===== config.mk =====
export PLATFORM = sky130hd
export DESIGN_NAME = ysyx_22050078_mem_arb
export DESIGN_NICKNAME = d
export VERILOG_FILES = /design/src/rtl/ysyx_22050078_mem_arb.sv
export SDC_FILE = /design/constraint.sdc
export NUM_CORES = 1
export LEC_CHECK = 0
export CORE_AREA = 3 3 154 156
export CTS_CLUSTER_SIZE = 30
export DETAILED_ROUTE_END_ITERATION = 6
export DIE_AREA = 0 0 157 159
export DONT_BUFFER_PORTS = 1
export PLACE_DENSITY = 0.57
export SLEW_MARGIN = 20
export SYNTH_ARGS = -nofsm -noshare
export SYNTH_HDL_FRONTEND = slang
export SYNTH_SLANG_ARGS = --single-unit
export TNS_END_PERCENT = 50

===== constraint.sdc =====
create_clock -name clk -period 3.2 [get_ports clk]
set_input_delay 0.64 -clock clk [delete_from_list [all_inputs] [get_ports clk]]
set_output_delay 0.64 -clock clk [all_outputs]
set_load 0.01 [all_outputs]

===== src/rtl/ysyx_22050078_mem_arb.sv =====
// Two-requester (ifu/lsu) arbiter in front of a single pmem read port, one transaction in flight.
// Define YSYX_22050078_ARB_RR_EN for round-robin grants; otherwise lsu has fixed priority.
module ysyx_22050078_mem_arb #(
  parameter int ADDR_W      = 64,
  parameter int DATA_W      = 64,
  parameter int TIMEOUT_CYC = 255
) (
  input  logic              clk,
  input  logic              rst,
  input  logic              ifu_req_valid,
  input  logic [ADDR_W-1:0] ifu_req_addr,
  output logic              ifu_req_ready,
  output logic              ifu_resp_valid,
  output logic [DATA_W-1:0] ifu_resp_data,
  input  logic              lsu_req_valid,
  input  logic [ADDR_W-1:0] lsu_req_addr,
  output logic              lsu_req_ready,
  output logic              lsu_resp_valid,
  output logic [DATA_W-1:0] lsu_resp_data,
  output logic              mem_req_valid,
  output logic [ADDR_W-1:0] mem_req_addr,
  input  logic              mem_req_ready,
  input  logic              mem_resp_valid,
  input  logic [DATA_W-1:0] mem_resp_data,
  output logic              arb_timeout
);

  typedef enum logic [1:0] {IDLE, REQ, RESP} state_e;

  localparam logic [7:0] TO_CYC = 8'(TIMEOUT_CYC);

  state_e            state_q;
  logic              owner_q;          // 1: lsu owns the transaction
  logic [ADDR_W-1:0] addr_q;
  logic [7:0]        cnt_q;
  logic              mem_req_valid_q;
  logic              ifu_resp_valid_q;
  logic              lsu_resp_valid_q;
  logic              arb_timeout_q;
  logic [DATA_W-1:0] ifu_resp_data_q;
  logic [DATA_W-1:0] lsu_resp_data_q;

  logic              grant_lsu_d;
  logic              accept_d;
  logic [7:0]        cnt_inc_d;
  logic              timeout_d;
  logic              finish_d;
  logic [DATA_W-1:0] resp_word_d;

`ifdef YSYX_22050078_ARB_RR_EN
  logic last_q;                        // 1: lsu was served last
  // On a tie the requester that was not served last wins.
  assign grant_lsu_d = lsu_req_valid && (!ifu_req_valid || !last_q);
`else
  assign grant_lsu_d = lsu_req_valid;
`endif

  assign accept_d      = (state_q == IDLE) && !rst && (ifu_req_valid || lsu_req_valid);
  assign ifu_req_ready = accept_d && !grant_lsu_d;
  assign lsu_req_ready = accept_d && grant_lsu_d;

  always_comb begin
    cnt_inc_d   = (cnt_q == 8'hFF) ? cnt_q : cnt_q + 8'd1;
    timeout_d   = (state_q == RESP) && !mem_resp_valid && (cnt_inc_d == TO_CYC);
    finish_d    = (state_q == RESP) && (mem_resp_valid || timeout_d);
    resp_word_d = timeout_d ? '0 : mem_resp_data;
  end

  always_ff @(posedge clk) begin
    if (rst) begin
      state_q          <= IDLE;
      owner_q          <= 1'b0;
      addr_q           <= '0;
      cnt_q            <= '0;
      mem_req_valid_q  <= 1'b0;
      ifu_resp_valid_q <= 1'b0;
      lsu_resp_valid_q <= 1'b0;
      arb_timeout_q    <= 1'b0;
      ifu_resp_data_q  <= '0;
      lsu_resp_data_q  <= '0;
`ifdef YSYX_22050078_ARB_RR_EN
      last_q           <= 1'b0;
`endif
    end else begin
      ifu_resp_valid_q <= 1'b0;
      lsu_resp_valid_q <= 1'b0;
      arb_timeout_q    <= 1'b0;
      if (finish_d) begin
        arb_timeout_q <= timeout_d;
        if (owner_q) begin
          lsu_resp_valid_q <= 1'b1;
          lsu_resp_data_q  <= resp_word_d;
        end else begin
          ifu_resp_valid_q <= 1'b1;
          ifu_resp_data_q  <= resp_word_d;
        end
      end
      case (state_q)
        IDLE: begin
          if (accept_d) begin
            addr_q          <= grant_lsu_d ? lsu_req_addr : ifu_req_addr;
            owner_q         <= grant_lsu_d;
            mem_req_valid_q <= 1'b1;
            state_q         <= REQ;
`ifdef YSYX_22050078_ARB_RR_EN
            last_q          <= grant_lsu_d;
`endif
          end
        end
        REQ: begin
          if (mem_req_ready) begin
            mem_req_valid_q <= 1'b0;
            cnt_q           <= '0;
            state_q         <= RESP;
          end
        end
        RESP: begin
          if (finish_d) state_q <= IDLE;
          else          cnt_q   <= cnt_inc_d;
        end
        default: state_q <= IDLE;
      endcase
    end
  end

  assign mem_req_valid  = mem_req_valid_q;
  assign mem_req_addr   = addr_q;
  assign ifu_resp_valid = ifu_resp_valid_q;
  assign ifu_resp_data  = ifu_resp_data_q;
  assign lsu_resp_valid = lsu_resp_valid_q;
  assign lsu_resp_data  = lsu_resp_data_q;
  assign arb_timeout    = arb_timeout_q;

endmodule


---- Word-level counts from Yosys, hierarchy flattened ----
Cells that the tools add are included.
cells by class
  add/subtract/negate cells ............... 1
  equality and inequality tests ........... 8
  mux-type cells .......................... 15
  bitwise gates (word level) .............. 2
  reductions and logical operators ........ 22
operator list
  operator                                        count
  2-to-1 mux 64 bit                               2
  2-to-1 mux 8 bit                                3
  == test 8 bit (second input constant)           2
  one-hot mux 8 bit (2 select lines)              1
  AND reduction 3 bit                             3
  adder 8 x 1 -> 8 bit (second input constant)    1
  != test 2 bit (second input constant)           4
  logical AND 1 bit                               7
  2-to-1 mux 2 bit                                3
  one-hot mux 2 bit (3 select lines)              1
  AND reduction 2 bit                             3
  2-to-1 mux 1 bit                                4
  nonzero test 2 bit                              2
  logical NOT 1 bit                               3
  == test 2 x 1 -> 1 bit (second input constant)  1
  == test 2 bit (second input constant)           1
  logical NOT 2 bit                               1
  logical OR 1 bit                                2
  inverter 1 bit                                  2
  one-hot mux 1 bit (2 select lines)              1
  OR reduction 2 bit                              1
storage, ports and cells
  register bits ........................... 207
  input bits .............................. 198
  output and inout bits ................... 198
  word-level logic and storage cells ...... 58

---- Depth between registers and ports, before layout ----
  depth in word-level cells ............... 8
  mapped depth ............................ 10
  depth with buffers taken out ............ 7

---- Least setup slack after synthesis ----
No wires, ideal clock.
  path kind ............................... input-to-output
  start ................................... input port lsu_req_valid
  end ..................................... output port lsu_req_ready
  arrival time ............................ 1.843 ns
  required time ........................... 2.560 ns
  setup slack ............................. 0.717 ns
  cell stages on the path ................. 4
  path buffers ............................ 3
  path through ............................ clkbuf_1 -> buf_2 -> buf_1 -> nor3b_1
between the ends
  cells in the longest elaborated chain, start to end .. 3
ends and longest elaborated chain
  what                 line  RTL
  start: declaration   15    input logic lsu_req_valid,
  logical OR 1 bit     58    assign accept_d = (state_q == IDLE) && !rst && (ifu_req_valid || lsu_req_valid);
  logical AND 1 bit    58
  logical AND 1 bit *  60    assign lsu_req_ready = accept_d && grant_lsu_d;
  end: declaration     17    output logic lsu_req_ready,
Every way passes the cells marked *; elsewhere a longest branch is shown, timed or not.

---- Worst setup path in the final report ----
  start ................................... register cnt_q[0]
  end ..................................... register lsu_resp_data_q[44] (netlist: lsu_resp_data[44])
between the ends
  cells in the longest elaborated chain, start to end .. 7
  elaborated cells on any way between the ends .. 9
  classes of those cells .................. 1 x add/sub; 2 x eq/ne; 2 x mux; 4 x reduce/logical
ends and longest elaborated chain
  what                                                   line  RTL
  start: declaration                                     35    logic [7:0] cnt_q;
  start signal: assignment                               119   else cnt_q <= cnt_inc_d;
  adder 8 x 1 -> 8 bit or == test 8 bit (tied branches)  63    cnt_inc_d = (cnt_q == 8'hFF) ? cnt_q : cnt_q + 8'd1;
  2-to-1 mux 8 bit *                                     63
  == test 8 bit *                                        64    timeout_d = (state_q == RESP) && !mem_resp_valid && (cnt_inc_d == TO_CYC);
  logical AND 1 bit *                                    64
  logical OR 1 bit                                       65    finish_d = (state_q == RESP) && (mem_resp_valid || timeout_d);
  logical AND 1 bit                                      65
  AND reduction 2 bit (no line)                          n/a
  end signal: assignment                                 92    lsu_resp_data_q <= resp_word_d;
  end: declaration                                       41    logic [DATA_W-1:0] lsu_resp_data_q;
Marks and branches as above.
A chain may end at the register's enable or synchronous reset.

==> impl_metrics.csv <==
group,metric,value,unit
outcome,status,"complete, no violations",
sta,period_share,0.862,
power_and_ir_drop,p_comb_frac,0.065,
global_route,grt_max_degree,211,
detailed_routing,first_pass_iters,5,
sta,fin_crit,2.76,ns
power_and_ir_drop,pwr-share-clk,0.454,
floorplanning,die_w,157,microns
detailed_routing,routed-via-count,7518,
floorplanning,ioPinCount,396,
detailed_routing,via_per_inst,6.12,
global_route,grt_pass1_vias,6790,
worst_setup_path,worstPathBufferInverterCount,1,
detailed_routing,wl_met1,10400,microns
worst_setup_path,cp_max_fo,108,
logic_synthesis,synthArstFlopShare,0,
worst_setup_path,worstPathRequired,3.62,ns
worst_setup_path,cp-start-kind,"flip-flop",
logic_synthesis,ys.flop_type,"dfxtp_1",
cts,clk_path_buf_depth,3,
detailed_routing,wl_met3,3080,microns
logic_synthesis,ys_types,44,
sta,fmax,363,MHz
global_route,antenna_found_initial,0,
sta,relSlewSlack,0.450,
logic_synthesis,syn_nets,1192,
worst_setup_path,path_cells,"ha_1 -> nand4_1 -> or2_1 -> a31oi_1 -> a2111o_2 -> buf_12 -> nand3_1 -> a21oi_1",
sta,finalHoldViolCount,0,
job,drv_cap,0,
cts,cts_buffers,24,
logic_synthesis,synth_edf_count,0,
finish,instances_no_fill,1228,
sta,tightest_slew,0.825,ns
detailed_routing,antenna_left,0,
worst_setup_path,max_stage_delay,0.41,ns
place,dp_cells,1184,
power_and_ir_drop,power.net_switching,1.45,mW
sta,drv_slew,0,
sta,rsz0062_at_grt,"false",
floorplanning,coreArea,22500,sq um
logic_synthesis,avgSynthCellArea,8.90,sq um
cts,post-cts-setup-buffer-count,0,
logic_synthesis,synth_top_area_frac,0.469,
detailed_routing,top_layer,"met4",
cts,cts_root_buffer,"clkbuf_16",
detailed_routing,met2_length,13800,microns
power_and_ir_drop,worst_ir_drop_vdd,0.291,mV
power_and_ir_drop,p_leak,3.20,nW
floorplanning,rows,55,
detailed_routing,dr.first_iter.drc_count,604,
detailed_routing,wire_per_inst,22.7,microns
cts,cts_hold_buf,0,
logic_synthesis,syn_inst,993,
finish,nets,1124,
power_and_ir_drop,intPower,4.62,mW
finish,drive_above_1_share,0.0594,
place,io_buffers,0,
worst_setup_path,critPathKind,"flip-flop to flip-flop",
worst_setup_path,crit_arrival,3.18,ns
global_route,grt_pass1_wl,40800,microns
cts,cts_resized,0,
cts,clock_latency,0.50,ns
finish,syn_to_final_growth,9.63,%
power_and_ir_drop,power-per-cell-area,626,nW/um^2
worst_setup_path,endpoint_kind,"flip-flop",
logic_synthesis,ys_seq_area_frac,0.469,
logic_synthesis,syn_area,8840,sq um
power_and_ir_drop,netSwitchingFraction,0.239,
global_route,gr-total-overflow,0,
cts,cts_tree,"yes",
sta,tns,0,ns
place,place.gp.congestion,0.881,
logic_synthesis,ys_seq_elements,207,
logic_synthesis,yosys-top-cells-area,"dfxtp_1 (47%), a22oi_1 (11%), a21oi_1 (7.8%), nand3_1 (7.7%), mux2i_1 (7.2%)",
logic_synthesis,synth.largest_area_cell,"dfxtp_1",
logic_synthesis,synth-warning-count,0,
global_route,grtUsageTotal,0.203,
place,dp_hpwl,18600,microns
min_path,min_path_type,"input pin to flip-flop",
sta,setup_viol,0,
detailed_routing,drc,0,
floorplanning,die_area,25000,sq um
sta,skew,0.00692,ns
cts,htreeDepth,1,
cts,cts.clk_slew.worst_paths,0.06,ns
cts,clock-sinks,207,
finish,num_antenna_cells,0,
detailed_routing,routed_wl,27900,microns
floorplanning,die_h,159,microns
worst_setup_path,cpLargestDelayFamily,"simple AND/OR/NAND/NOR gates",
worst_setup_path,cpMaxStageDelayCell,"dfxtp_1",
floorplanning,start_util,0.393,
power_and_ir_drop,pwr-share-seq,0.481,
[layer usage]
metal,GRT usage,up-vias
met5,0,-
met2,0.345,356
li1,-,3594
met3,0.0747,36
met1,0.243,3532
met4,0.0501,0
[synth_stat cells, types with 2 or more instances]
master,n
inv_1,7
o211ai_1,2
and2_1,2
buf_6,10
mux2i_1,64
nand2_1,11
buf_2,5
clkbuf_1,78
o21ai_1,2
or2_2,2
a211oi_1,65
nor4_1,3
o21ai_0,6
buf_1,7
o31ai_1,2
nand3b_1,2
nor2_1,77
a22oi_1,128
dfxtp_1,207
nand3_1,136
nand4_1,2
nor3_1,6
a31oi_1,8
a21oi_1,138
buf_4,4
[final cells by class]
type | instances | area (sq um)
clock inverters | 4 | 70.1
inverters | 7 | 28.8
well taps | 285 | 357
clock buffers | 40 | 742
fillers | 2236 | 12800
flip-flops and latches | 207 | 4140
multi-input cells | 674 | 4200
repair buffers | 11 | 145
[power by group through the flow]
stage / Combinational, mW / Sequential (mW) / Clock (mW)
2_1_floorplan: 0.379 / 2.91 / 0
6_report: 0.395 / 2.92 / 2.76
5_1_grt: 0.452 / 2.93 / 2.95
3_3_place_gp: 0.393 / 2.98 / 0
4_1_cts: 0.399 / 2.92 / 2.84
3_5_place_dp: 0.400 / 2.98 / 0
[flip-flops by register name (all words and copies together), names as in the netlist]
signal / flops
arb_timeout: 1
cnt_q: 8
ifu_resp_data: 64
mem_req_addr: 64
state_q: 2
mem_req_valid: 1
owner_q: 1
lsu_resp_valid: 1
lsu_resp_data: 64
ifu_resp_valid: 1
[cells in the final DEF (no fill, tap or decap), drive strengths merged, types with 2 or more instances in the layout]
cell type | Yosys | layout
clkbuf | 79 | 40
nor2 | 77 | 77
dfxtp | 207 | 207
or2 | 3 | 3
nor4 | 3 | 3
o31ai | 2 | 2
nand2 | 11 | 11
nand4 | 2 | 2
bufinv | 0 | 2
inv | 7 | 7
clkinv | 0 | 2
a22oi | 128 | 128
nor3 | 6 | 6
nand3 | 136 | 136
mux2i | 64 | 64
a31oi | 8 | 8
o211ai | 2 | 2
a211oi | 65 | 65
nand3b | 2 | 2
a21oi | 138 | 138
and2 | 2 | 2
buf | 26 | 11
o21ai | 8 | 8
[through the flow]
stage / util / cell area, sq um / hold slack, ns / setup WS, ns / power (mW)
2_1_floorplan: - / 8840 / 0.449 / 0.717 / 3.29
3_3_place_gp: 0.394 / 8880 / 0.497 / 0.614 / 3.37
3_5_place_dp: 0.394 / 8880 / 0.500 / 0.548 / 3.38
4_1_cts: 0.431 / 9690 / 0.191 / 0.524 / 6.16
5_1_grt: 0.431 / 9690 / 0.178 / 0.240 / 6.34
6_report: 0.431 / 9690 / 0.202 / 0.443 / 6.07
[kinds of logic after synthesis]
group,share of synthesized area
AOI/OAI and AO/OA,0.267
and+or+nand+nor,0.132
muxes,0.0725
buffers and inverters,0.0586
adders and majority gates,0.00142
DFF,0.469
[final timing paths]
| kind | from | endpoint | slack, ns | cells after the start |
|---|---|---|---|---|
| setup / recovery | cnt_q[0]$_SDFFE_PP0P_ | lsu_resp_data[44]$_SDFFE_PP0P_ | 0.44 | 8 |
| hold / removal | rst | ifu_resp_data[20]$_SDFFE_PP0P_ | 0.20 | 1 |
| setup reg to reg | cnt_q[0]$_SDFFE_PP0P_ | lsu_resp_data[44]$_SDFFE_PP0P_ | 0.44 | 8 |
| hold reg to reg | mem_req_valid$_SDFFE_PP0P_ | mem_req_valid$_SDFFE_PP0P_ | 0.51 | 2 |
(Power assumes the default switching activity.)
